===== src/rtl/rev_counter_pkg.sv =====
// Shared constants and types for the reversible counter.
// Default width, terminal-count reference values and direction encoding.
package rev_counter_pkg;

  localparam int unsigned CNT_WIDTH = 16;

  localparam logic [CNT_WIDTH-1:0] CNT_MAX  = '1;
  localparam logic [CNT_WIDTH-1:0] CNT_ZERO = '0;

  typedef enum logic {
    DIR_DOWN = 1'b0,
    DIR_UP   = 1'b1
  } dir_e;

endpackage


===== src/rtl/rev_counter.sv =====
// Reversible (up/down) binary counter with parallel load and a
// combinational ripple carry/borrow flag for cascading.
module rev_counter
  import rev_counter_pkg::*;
#(
  parameter int unsigned WIDTH = CNT_WIDTH
) (
  input  logic             clk,
  input  logic             rst_n,
  input  logic             s,
  input  logic             en,
  input  logic             ld,
  input  logic [WIDTH-1:0] din,
  output logic [WIDTH-1:0] cnt,
  output logic             Rc
);

  dir_e dir;
  logic at_max;
  logic at_zero;

  assign dir     = dir_e'(s);
  assign at_max  = (cnt == {WIDTH{1'b1}});
  assign at_zero = (cnt == {WIDTH{1'b0}});

  always_ff @(posedge clk or negedge rst_n) begin
    if (!rst_n) begin
      cnt <= '0;
    end else if (ld) begin
      cnt <= din;
    end else if (en) begin
      if (dir == DIR_UP) cnt <= cnt + 1'b1;
      else               cnt <= cnt - 1'b1;
    end
  end

  // Flags the cycle whose next edge wraps; a pending load suppresses it.
  assign Rc = en & ~ld & (((dir == DIR_UP) & at_max) | ((dir == DIR_DOWN) & at_zero));

endmodule


===== config.mk =====
export PLATFORM = sky130hd
export DESIGN_NAME = rev_counter
export DESIGN_NICKNAME = d
export VERILOG_FILES = /design/src/rtl/rev_counter_pkg.sv /design/src/rtl/rev_counter.sv
export SDC_FILE = /design/constraint.sdc
export NUM_CORES = 1
export LEC_CHECK = 0
export BUFFER_PORTS_ARGS = -buffer_cell sky130_fd_sc_hd__buf_2
export CAP_MARGIN = 10
export CORE_ASPECT_RATIO = 1.1
export CORE_MARGIN = 2
export CORE_UTILIZATION = 57
export DETAILED_ROUTE_END_ITERATION = 6
export PLACE_DENSITY = 0.85
export SYNTH_ARGS = -nofsm -noshare
export SYNTH_HDL_FRONTEND = slang
export SYNTH_SLANG_ARGS = --single-unit

===== constraint.sdc =====
create_clock -name clk -period 4.3 [get_ports clk]
set_clock_uncertainty 0.05 [all_clocks]
set_input_delay 0.43 -clock clk [delete_from_list [all_inputs] [get_ports clk]]
set_output_delay 0.43 -clock clk [all_outputs]
set_load 0.005 [all_outputs]

==> results of run 1 <==
-- critical path, delay by kind of cell --
family	cells	cell delay, ps
buf+inv	2	560
compound gates	5	1200
simple gates	1	80
fa+ha+maj	1	390
-- worst paths after layout --
check / to / slack (ps) / cells after the start
max in group asynchronous: cnt[2]$_DFFE_PN0P_ / 3920 / 1
hold / removal: cnt[1]$_DFFE_PN0P_ / -3 / 1
setup / recovery: cnt[15]$_DFFE_PN0P_ / 1770 / 9
hold reg to reg: cnt[11]$_DFFE_PN0P_ / 580 / 2
min in group clk: cnt[0]$_DFFE_PN0P_ / 290 / 3
setup reg to reg: cnt[12]$_DFFE_PN0P_ / 1950 / 9
-- through the flow --
step / hold WS [ps] / utilization (%)
3_3_place_gp: 316 / 68.0
5_1_grt: 20.1 / 68.9
2_1_floorplan: 84.4 / -
6_report: -3.14 / 68.9
3_5_place_dp: 327 / 68.0
4_1_cts: 9.97 / 68.9
-- cell usage in the layout (no fill, tap or decap), drive strengths merged, types with 6 or more instances in the layout --
cell	instances
buf	37
nor4	7
o21ai	19
dfrtp	16
inv	6
xnor2	10
nand2	21
a21oi	12
ha	14
mux2i	6
nor2	14
-- per-layer routing --
layer,vias up,part of all wire (%),GRT usage (%)
met2,56,50,46.8
met1,679,43,34.4
li1,731,-,-
met3,10,4.9,2.32
met4,0,2.4,12.5
met5,-,0,0
-- cell type report --
class                   instances  share of cell area, %
repair buffers                 37                   10.8
flip-flops and latches         16                   23.3
well taps                      31                   2.26
multi-input cells             152                   61.1
inverters                       6                   1.31
clock buffers                   3                   1.31
-- logic make-up after synthesis --
logic type                 Yosys count  synth area share, %
buffers and inverters               13                 3.74
xor gates and xnor gates            14                 8.14
adders and majority gates           15                 13.0
DFF                                 16                 26.6
AOI/OAI and AO/OA                   56                 24.8
muxes                                7                 4.73
and+or+nand+nor                     60                 19.0
-- where the power goes --
part | leakage, uW | internal (uW) | switching, uW
combinational | 0.000601 | 158 | 179
clock | 0.0000138 | 32.6 | 52.1
sequential | 0.000192 | 177 | 44.5
==> flow_metrics.py, run 1 <==
metrics = {
    "run_status": {
        "outcome": "complete, but fails checks",
        "violations": "negative hold slack",
    },
    "yosys": {
        "netlist_top_cells_count": "nand2_1, dfrtp_1, ha_1, nor2_1",
        "ys_async_sr_fraction_pct": 100,
        "yosysMostFrequentCell": "nand2_1",
        "synth.net_count": 217,
        "synth_edf_count": 0,
        "ys_seq_area_share_pct": 26.6,
        "yosysWarningCount": 0,
        "synth.distinct_cells": 39,
        "syn_avg_cell_area_um2": 8.32,
        "synth-main-ff-cell": "dfrtp_1",
        "post_synth_inst_count": 181,
        "synth.top_cell.area_share_pct": 26.6,
        "synth_top_cell_by_area": "dfrtp_1",
        "yosys_register_bits": 16,
        "synth_area_um2": 1510,
        "synthTopCellsByArea": "dfrtp_1, ha_1, xnor2_1, nand2_1, mux2i_1",
    },
    "clock_network": {
        "cts_sinks": 16,
        "cts.clk_slew.worst_paths_ps": 110,
        "htreeDepth": 1,
        "cts-root-buf": "clkbuf_4",
        "cts_tree": "yes",
        "cts.repair.resized": 0,
        "cts_buffer_depth": 2,
        "clock_latency_ps": 290,
        "cts_buffers": 3,
        "cts_hold_buf": 0,
        "cts_setup_buffers": 0,
    },
    "timing": {
        "rsz0062_at_grt": "no",
        "fmax_mhz": 395,
        "worst_slew_pin_slew_ps": 527,
        "setup-tns-final_ps": 0,
        "max_slew_margin_pct": 64.8,
        "fin_crit_sh_pct": 58.8,
        "fin_crit_ps": 2530,
        "finalHoldViolCount": 8,
        "setup_ws_ps": 1770,
        "fin_worst_hold_slack_ps": -3.14,
        "finalMaxSlewViolations": 0,
        "finalSetupViolations": 0,
    },
    "die": {
        "fp-row-count": 19,
        "initial_core_util_pct": 60.4,
        "pin_count": 38,
        "dieHeight_um": 57.9,
        "die_area_um2": 3070,
        "die_x_um": 53.0,
        "fp.coreArea_um2": 2500,
    },
    "cells_and_area": {
        "area_delta_synth_final_pct": 14.1,
        "layout-drive-gt1-share_pct": 21.0,
        "instances_no_fill": 245,
        "reg_top3": "cnt x16",
        "n_fill_cell": 229,
        "fin_area_um2": 1720,
        "largest_reg_flops": 16,
        "regMostFlops": "cnt",
        "ff_latch_area_um2": 400,
        "nets": 252,
        "multi_input_area_um2": 1050,
        "n_antenna_cell": 0,
    },
    "worst_setup_path": {
        "cp-end-kind": "flip-flop",
        "cp.required_ps": 4440,
        "worstReg2RegStart": "cnt[0]$_DFFE_PN0P_",
        "path_class": "in -> reg",
        "cpPeakStageDelay_ps": 410,
        "critPathLaunch": "s",
        "crit_path_start_kind": "primary input",
        "path_max_fanout": 14,
        "path_cells": "buf_2 -> inv_1 -> ha_1 -> a21oi_1 -> nor2_1 -> a211oi_1 -> o21ai_0 -> o2bb2ai_2 -> a221o_1",
        "critPathArrivalTime_ps": 2670,
        "crit_slowest_cell": "inv_1",
    },
    "detailed_routing": {
        "vias_per_cell": 6.02,
        "num_vias": 1476,
        "drtAntennaViolNets": 0,
        "post_drt_wl_per_cell_um": 15.9,
        "first_iter_violations": 47,
        "wl_um": 3890,
        "dr.pass1.iters": 4,
        "drc": 0,
    },
    "min_path": {
        "hp-class": "in -> async",
    },
    "grt": {
        "antenna_found_initial": 0,
        "grt_usage_pct": 27.3,
        "grt-ovfl-total": 0,
        "grt_first_pass_wirelength_um": 6290,
        "first_global_vias": 1422,
        "grt_max_degree": 32,
    },
    "placed_design": {
        "hpwlAfterDp_um": 2990,
        "place_area_um2": 1700,
        "placedCellCount": 242,
        "gp_congestion": 0.936,
        "pre_cts_ws_ps": 1580,
        "port_buffers": 37,
    },
    "power": {
        "power.total_uw": 644,
        "leakage_uw": 0.000807,
        "powerDensity_nw_per_um2": 375,
        "vdd_drop_max_v": 0.000214,
    },
    "flow_run": {
        "maxCapViolCount": 0,
    },
}
(Power assumes the default switching activity.)
==> run 2, diff against run 1 <==
--- a/config.mk
+++ b/config.mk
@@ -5,13 +5,14 @@
 export SDC_FILE = /design/constraint.sdc
 export NUM_CORES = 1
 export LEC_CHECK = 0
+export ABC_AREA = 1
 export BUFFER_PORTS_ARGS = -buffer_cell sky130_fd_sc_hd__buf_2
 export CAP_MARGIN = 10
 export CORE_ASPECT_RATIO = 1.1
 export CORE_MARGIN = 2
-export CORE_UTILIZATION = 57
+export CORE_UTILIZATION = 49
 export DETAILED_ROUTE_END_ITERATION = 6
-export PLACE_DENSITY = 0.85
+export PLACE_DENSITY = 0.76
 export SYNTH_ARGS = -nofsm -noshare
 export SYNTH_HDL_FRONTEND = slang
 export SYNTH_SLANG_ARGS = --single-unit
==> constraint.sdc (replaced) <==
create_clock -name clk -period 2.17 [get_ports clk]
set_clock_uncertainty 0.05 [all_clocks]
set_input_delay 0.217 -clock clk [delete_from_list [all_inputs] [get_ports clk]]
set_output_delay 0.217 -clock clk [all_outputs]
set_load 0.005 [all_outputs]
==> flow_metrics.py, run 2 <==
metrics = {
    "run_status": {
        "outcome": "finished, final reports clean",
    },
    "power": {
        "p_seq_share_pct": 32.8,
        "intPower_uw": 695,
        "leakage_uw": 0.00111,
        "pwr-share-comb_pct": 50.1,
        "sw_frac_of_total_pct": 45.1,
        "p_clk_share_pct": 17.1,
        "p_sw_uw": 571,
        "vdd_drop_max_v": 0.000356,
        "powerDensity_nw_per_um2": 654,
    },
    "worst_setup_path": {
        "critPathCapture": "cnt[12]$_DFFE_PN0P_",
        "path_cells": "inv_1 -> fa_1 -> inv_1 -> nand3_1 -> nand3_1 -> nand3_1 -> nand3_1 -> nand2_1 -> nand3_1 -> nand2_1",
        "regToRegSetupSlack_ps": 310,
        "worstReg2RegStart": "cnt[0]$_DFFE_PN0P_",
        "path_max_fanout": 6,
        "crit_path_start_kind": "flip-flop",
        "reg2reg_depth": 10,
        "crit_slowest_cell": "dfrtp_1",
        "cpPeakStageDelay_ps": 450,
        "r2r_end": "cnt[12]$_DFFE_PN0P_",
        "critPathLaunch": "cnt[0]$_DFFE_PN0P_",
        "cp.required_ps": 2320,
        "critPathArrivalTime_ps": 2010,
        "path_class": "reg -> reg",
        "crit_top_cell": "nand3_1",
        "cp-end-kind": "flip-flop",
    },
    "cells_and_area": {
        "regMostFlops": "cnt",
        "final_common_cell": "nand2_1",
        "fin_area_um2": 1940,
        "largest_reg_flops": 16,
        "reg_top3": "cnt x16",
        "area_delta_synth_final_pct": 15.5,
        "layout-drive-gt1-share_pct": 17.5,
        "nets": 340,
        "n_antenna_cell": 0,
        "layout_common_cells": "nand2_1, buf_2, inv_1, nand3_1, dfrtp_1",
    },
    "grt": {
        "antenna_found_initial": 0,
        "first_global_vias": 1748,
        "grt_usage_pct": 25.9,
        "grt_use_met1_pct": 32.1,
        "grt_util_met2_pct": 45.1,
        "grt-busiest-layer": "met2",
        "grt_max_degree": 19,
        "grt-ovfl-total": 0,
        "use_met3_pct": 2.76,
        "grt_first_pass_wirelength_um": 7730,
    },
    "yosys": {
        "yosysWarningCount": 0,
        "synth_edf_count": 0,
        "post_synth_inst_count": 264,
        "ys_async_sr_fraction_pct": 100,
        "yosysMostFrequentCell": "nand2_1",
        "netlist_top_cells_count": "nand2_1, inv_1, nand3_1, dfrtp_1, ha_1",
        "synth.top_cell.area_share_pct": 23.9,
        "yosys_register_bits": 16,
        "synth-main-ff-cell": "dfrtp_1",
        "synth.distinct_cells": 30,
        "synth_top_cell_by_area": "dfrtp_1",
        "synthTopCellsByArea": "dfrtp_1, nand2_1, ha_1, inv_1, nand3_1",
        "synth_area_um2": 1680,
        "ys_seq_area_share_pct": 23.9,
        "synth.net_count": 300,
        "syn_avg_cell_area_um2": 6.35,
    },
    "die": {
        "die_x_um": 59.8,
        "die_area_um2": 3900,
        "fp.coreArea_um2": 3300,
        "fp-row-count": 22,
        "initial_core_util_pct": 50.7,
        "pin_count": 38,
        "dieHeight_um": 65.3,
    },
    "clock_network": {
        "cts_buffer_depth": 2,
        "cts_sinks": 16,
        "cts.clk_slew.worst_paths_ps": 110,
        "cts_buffers": 3,
        "cts_tree": "yes",
        "cts.repair.resized": 0,
        "cts-root-buf": "clkbuf_4",
        "clock_latency_ps": 300,
        "htreeDepth": 1,
    },
    "min_path": {
        "hp-class": "in -> reg",
    },
    "detailed_routing": {
        "post_drt_wl_per_cell_um": 13.6,
        "num_vias": 1841,
        "vias_per_cell": 5.43,
        "first_iter_violations": 88,
        "dr.pass1.iters": 4,
        "wl_um": 4620,
        "drc": 0,
        "drtAntennaViolNets": 0,
    },
    "placed_design": {
        "port_buffers": 37,
        "gp_congestion": 0.888,
        "place_area_um2": 1890,
        "hpwlAfterDp_um": 3520,
    },
    "timing": {
        "setup-tns-final_ps": 0,
        "fin_worst_hold_slack_ps": 77.4,
        "max_slew_margin_pct": 64.4,
        "rsz0062_at_grt": "no",
        "finalSetupViolations": 0,
        "finalMaxSlewViolations": 0,
        "fmax_mhz": 538,
        "finalHoldViolCount": 0,
        "worst_slew_pin_slew_ps": 533,
        "fin_crit_ps": 1860,
        "fin_crit_sh_pct": 85.6,
    },
    "flow_run": {
        "maxCapViolCount": 0,
    },
}
[run 2: area by class of cell]
class	count	area, um^2
Fill cell	350	1370
Tap cell	36	45.0
Clock buffer	4	36.3
Timing Repair Buffer	38	195
Multi-Input combinational cell	204	1100
Inverter	41	154
Sequential cell	16	400
[run 2: per-layer routing]
layer  vias to the layer above  routed length, um
met5                         -                  0
met4                         0                126
met3                        13                221
met2                        57               2280
met1                       827               1990
li1                        944                  -
[run 2: repair_timing]
item	in CTS	in global routing
endpoints found under the setup margin	0	0
hold buffers	1	0
hold endpoints to repair	16	0
setup buffers	0	0
[run 2: logic make-up (layout without fill, tap and decap cells)]
family,Yosys count,in the layout,synth area share (%)
simple gates,155,155,40.9
buf+inv,44,83,10.2
compound gates,30,30,11.4
flops,16,16,23.9
fa+ha+maj,15,15,11.7
xor+xnor,4,4,2.09
[run 2: how the worst min path moves through the flow]
stage | start | endpoint | cells after the start
floorplan | rst_n | cnt[0]$_DFFE_PN0P_ | 0
global placement | rst_n | cnt[0]$_DFFE_PN0P_ | 1
detailed placement | rst_n | cnt[0]$_DFFE_PN0P_ | 1
CTS | din[6] | cnt[6]$_DFFE_PN0P_ | 3
global route | din[6] | cnt[6]$_DFFE_PN0P_ | 3
finish | din[7] | cnt[7]$_DFFE_PN0P_ | 3
[run 2: critical path: cells and delay by family, from the launching register on]
| family | cells | cell delay, ps |
|---|---|---|
| adders and majority gates | 1 | 440 |
| DFF | 1 | 450 |
| and+or+nand+nor | 7 | 610 |
| buffers and inverters | 2 | 220 |
[run 2: metrics by stage]
stage	util (%)	cells	total power [uW]	setup WS, ps
floorplan	-	264	860	516
global placement	57.2	334	1040	123
detailed placement	57.2	334	1050	49.4
CTS	58.6	339	1270	314
global route	58.6	339	1380	149
finish	58.6	339	1270	313
[run 2: power groups by stage]
stage          Combinational (uW)  Clock (uW)  Sequential, uW
5_1_grt                       730         233             422
4_1_cts                       632         219             415
6_report                      634         217             416
2_1_floorplan                 455           0             405
3_3_place_gp                  619           0             417
3_5_place_dp                  625           0             420
==> run 3, diff against run 2 <==
--- a/config.mk
+++ b/config.mk
@@ -6,13 +6,13 @@
 export NUM_CORES = 1
 export LEC_CHECK = 0
 export ABC_AREA = 1
-export BUFFER_PORTS_ARGS = -buffer_cell sky130_fd_sc_hd__buf_2
 export CAP_MARGIN = 10
 export CORE_ASPECT_RATIO = 1.1
 export CORE_MARGIN = 2
-export CORE_UTILIZATION = 49
+export CORE_UTILIZATION = 57
 export DETAILED_ROUTE_END_ITERATION = 6
-export PLACE_DENSITY = 0.76
+export DONT_BUFFER_PORTS = 1
+export PLACE_DENSITY = 0.75
 export SYNTH_ARGS = -nofsm -noshare
 export SYNTH_HDL_FRONTEND = slang
 export SYNTH_SLANG_ARGS = --single-unit
==> flow_metrics.py, run 3 (same netlist as run 2, synthesis figures left out) <==
metrics = {
    "power": {
        "powerDensity_nw_per_um2": 670,
        "vdd_drop_max_v": 0.000424,
        "leakage_uw": 0.000983,
    },
    "timing": {
        "rsz0062_at_grt": "no",
        "fmax_mhz": 531,
        "max_slew_margin_pct": 42.8,
        "setup-tns-final_ps": 0,
        "fin_crit_ps": 1880,
        "finalMaxSlewViolations": 0,
        "fin_crit_sh_pct": 86.8,
        "finalSetupViolations": 0,
        "finalHoldViolCount": 0,
        "worst_slew_pin_slew_ps": 855,
    },
    "cells_and_area": {
        "layout_common_cells": "nand2_1, inv_1, nand3_1, dfrtp_1, ha_1",
        "final_common_cell": "nand2_1",
        "n_antenna_cell": 0,
        "area_delta_synth_final_pct": 7.09,
        "layout-drive-gt1-share_pct": 6.27,
        "multi_input_area_um2": 1100,
        "reg_top3": "cnt x16",
        "regMostFlops": "cnt",
        "largest_reg_flops": 16,
        "nets": 308,
        "n_fill_cell": 269,
        "fin_area_um2": 1790,
        "ff_latch_area_um2": 400,
    },
    "detailed_routing": {
        "drtAntennaViolNets": 0,
        "wl_um": 4410,
        "drc": 0,
        "post_drt_wl_per_cell_um": 14.5,
        "vias_per_cell": 5.57,
        "num_vias": 1694,
        "first_iter_violations": 106,
        "dr.pass1.iters": 4,
    },
    "worst_setup_path": {
        "critPathArrivalTime_ps": 2030,
        "r2r_end": "cnt[12]$_DFFE_PN0P_",
        "path_cells": "inv_1 -> fa_1 -> inv_1 -> nand3_1 -> nand3_1 -> nand3_1 -> nand3_1 -> nand2_1 -> nand3_1 -> nand2_1",
        "reg2reg_depth": 10,
        "crit_path_start_kind": "flip-flop",
        "worstReg2RegStart": "cnt[0]$_DFFE_PN0P_",
        "crit_top_cell": "nand3_1",
        "path_class": "reg -> reg",
        "crit_slowest_cell": "dfrtp_1",
        "critPathCapture": "cnt[12]$_DFFE_PN0P_",
        "critPathTopFamily": "simple AND/OR/NAND/NOR gates",
        "cp.depth": 10,
        "path_buf_inv": 2,
        "regToRegSetupSlack_ps": 290,
        "cp.required_ps": 2310,
        "critPathLaunch": "cnt[0]$_DFFE_PN0P_",
        "path_max_fanout": 6,
        "cpPeakStageDelay_ps": 480,
        "cp-end-kind": "flip-flop",
    },
    "clock_network": {
        "cts_sinks": 16,
        "clock_latency_ps": 300,
        "cts_setup_buffers": 0,
        "htreeDepth": 1,
        "cts-root-buf": "clkbuf_4",
        "cts_buffers": 3,
        "cts_tree": "yes",
        "cts.clk_slew.worst_paths_ps": 110,
        "cts_buffer_depth": 2,
        "cts.repair.resized": 0,
    },
    "grt": {
        "antenna_found_initial": 0,
        "grt_max_degree": 17,
        "first_global_vias": 1588,
        "grt_usage_pct": 27.4,
        "grt_first_pass_wirelength_um": 7110,
        "grt-ovfl-total": 0,
    },
    "placed_design": {
        "port_buffers": 0,
        "hpwlAfterDp_um": 3380,
        "place_area_um2": 1710,
        "gp_congestion": 0.912,
    },
    "run_status": {
        "outcome": "finished, final reports clean",
    },
    "die": {
        "fp.coreArea_um2": 2780,
        "die_area_um2": 3390,
        "die_x_um": 55.7,
        "dieHeight_um": 60.9,
        "initial_core_util_pct": 60.3,
        "pin_count": 38,
        "fp-row-count": 20,
    },
    "min_path": {
        "hp-class": "in -> reg",
        "hold_path_depth": 2,
    },
    "flow_run": {
        "maxCapViolCount": 0,
    },
}
run 3: report_power, final:
part,switching (uW),internal (uW)
clock,106,102
combinational,351,215
sequential,84.0,343
total,541,660
run 3: worst min path at each step:
stage | start | endpoint | slack (ps)
floorplan | rst_n | cnt[0]$_DFFE_PN0P_ | -130
global placement | rst_n | cnt[11]$_DFFE_PN0P_ | -130
detailed placement | rst_n | cnt[11]$_DFFE_PN0P_ | -130
CTS | din[0] | cnt[0]$_DFFE_PN0P_ | 2
global route | ld | cnt[1]$_DFFE_PN0P_ | 10
finish | din[0] | cnt[0]$_DFFE_PN0P_ | 7
run 3: cell type report:
type / instances / share of cell area, %
Tap cell: 33 / 2.30
Timing Repair Buffer: 6 / 3.21
Inverter: 41 / 8.58
Multi-Input combinational cell: 204 / 61.6
Sequential cell: 16 / 22.3
Clock buffer: 4 / 2.02
run 3: repair_timing:
action                                  in CTS  in global routing
hold buffers                                 5                  0
endpoints found under the setup margin       0                  0
endpoints found under the hold margin       20                  0
run 3: routing by layer:
metal	GRT usage, %	vias to the layer above	wire length, um
met3	3.84	11	236
li1	-	875	-
met2	49.5	57	2120
met5	0	-	0
met1	33.9	751	1960
met4	10.1	0	94
run 3: through the flow:
| step | hold WS, ps | std cells | worst slack [ps] | total power, uW | util (%) |
|---|---|---|---|---|---|
| floorplan | -129 | 264 | 516 | 860 | - |
| global placement | -128 | 295 | 339 | 969 | 61.5 |
| detailed placement | -128 | 295 | 332 | 976 | 61.5 |
| CTS | 2.37 | 304 | 333 | 1200 | 64.6 |
| global route | 10.7 | 304 | 181 | 1310 | 64.6 |
| finish | 7.01 | 304 | 287 | 1200 | 64.6 |
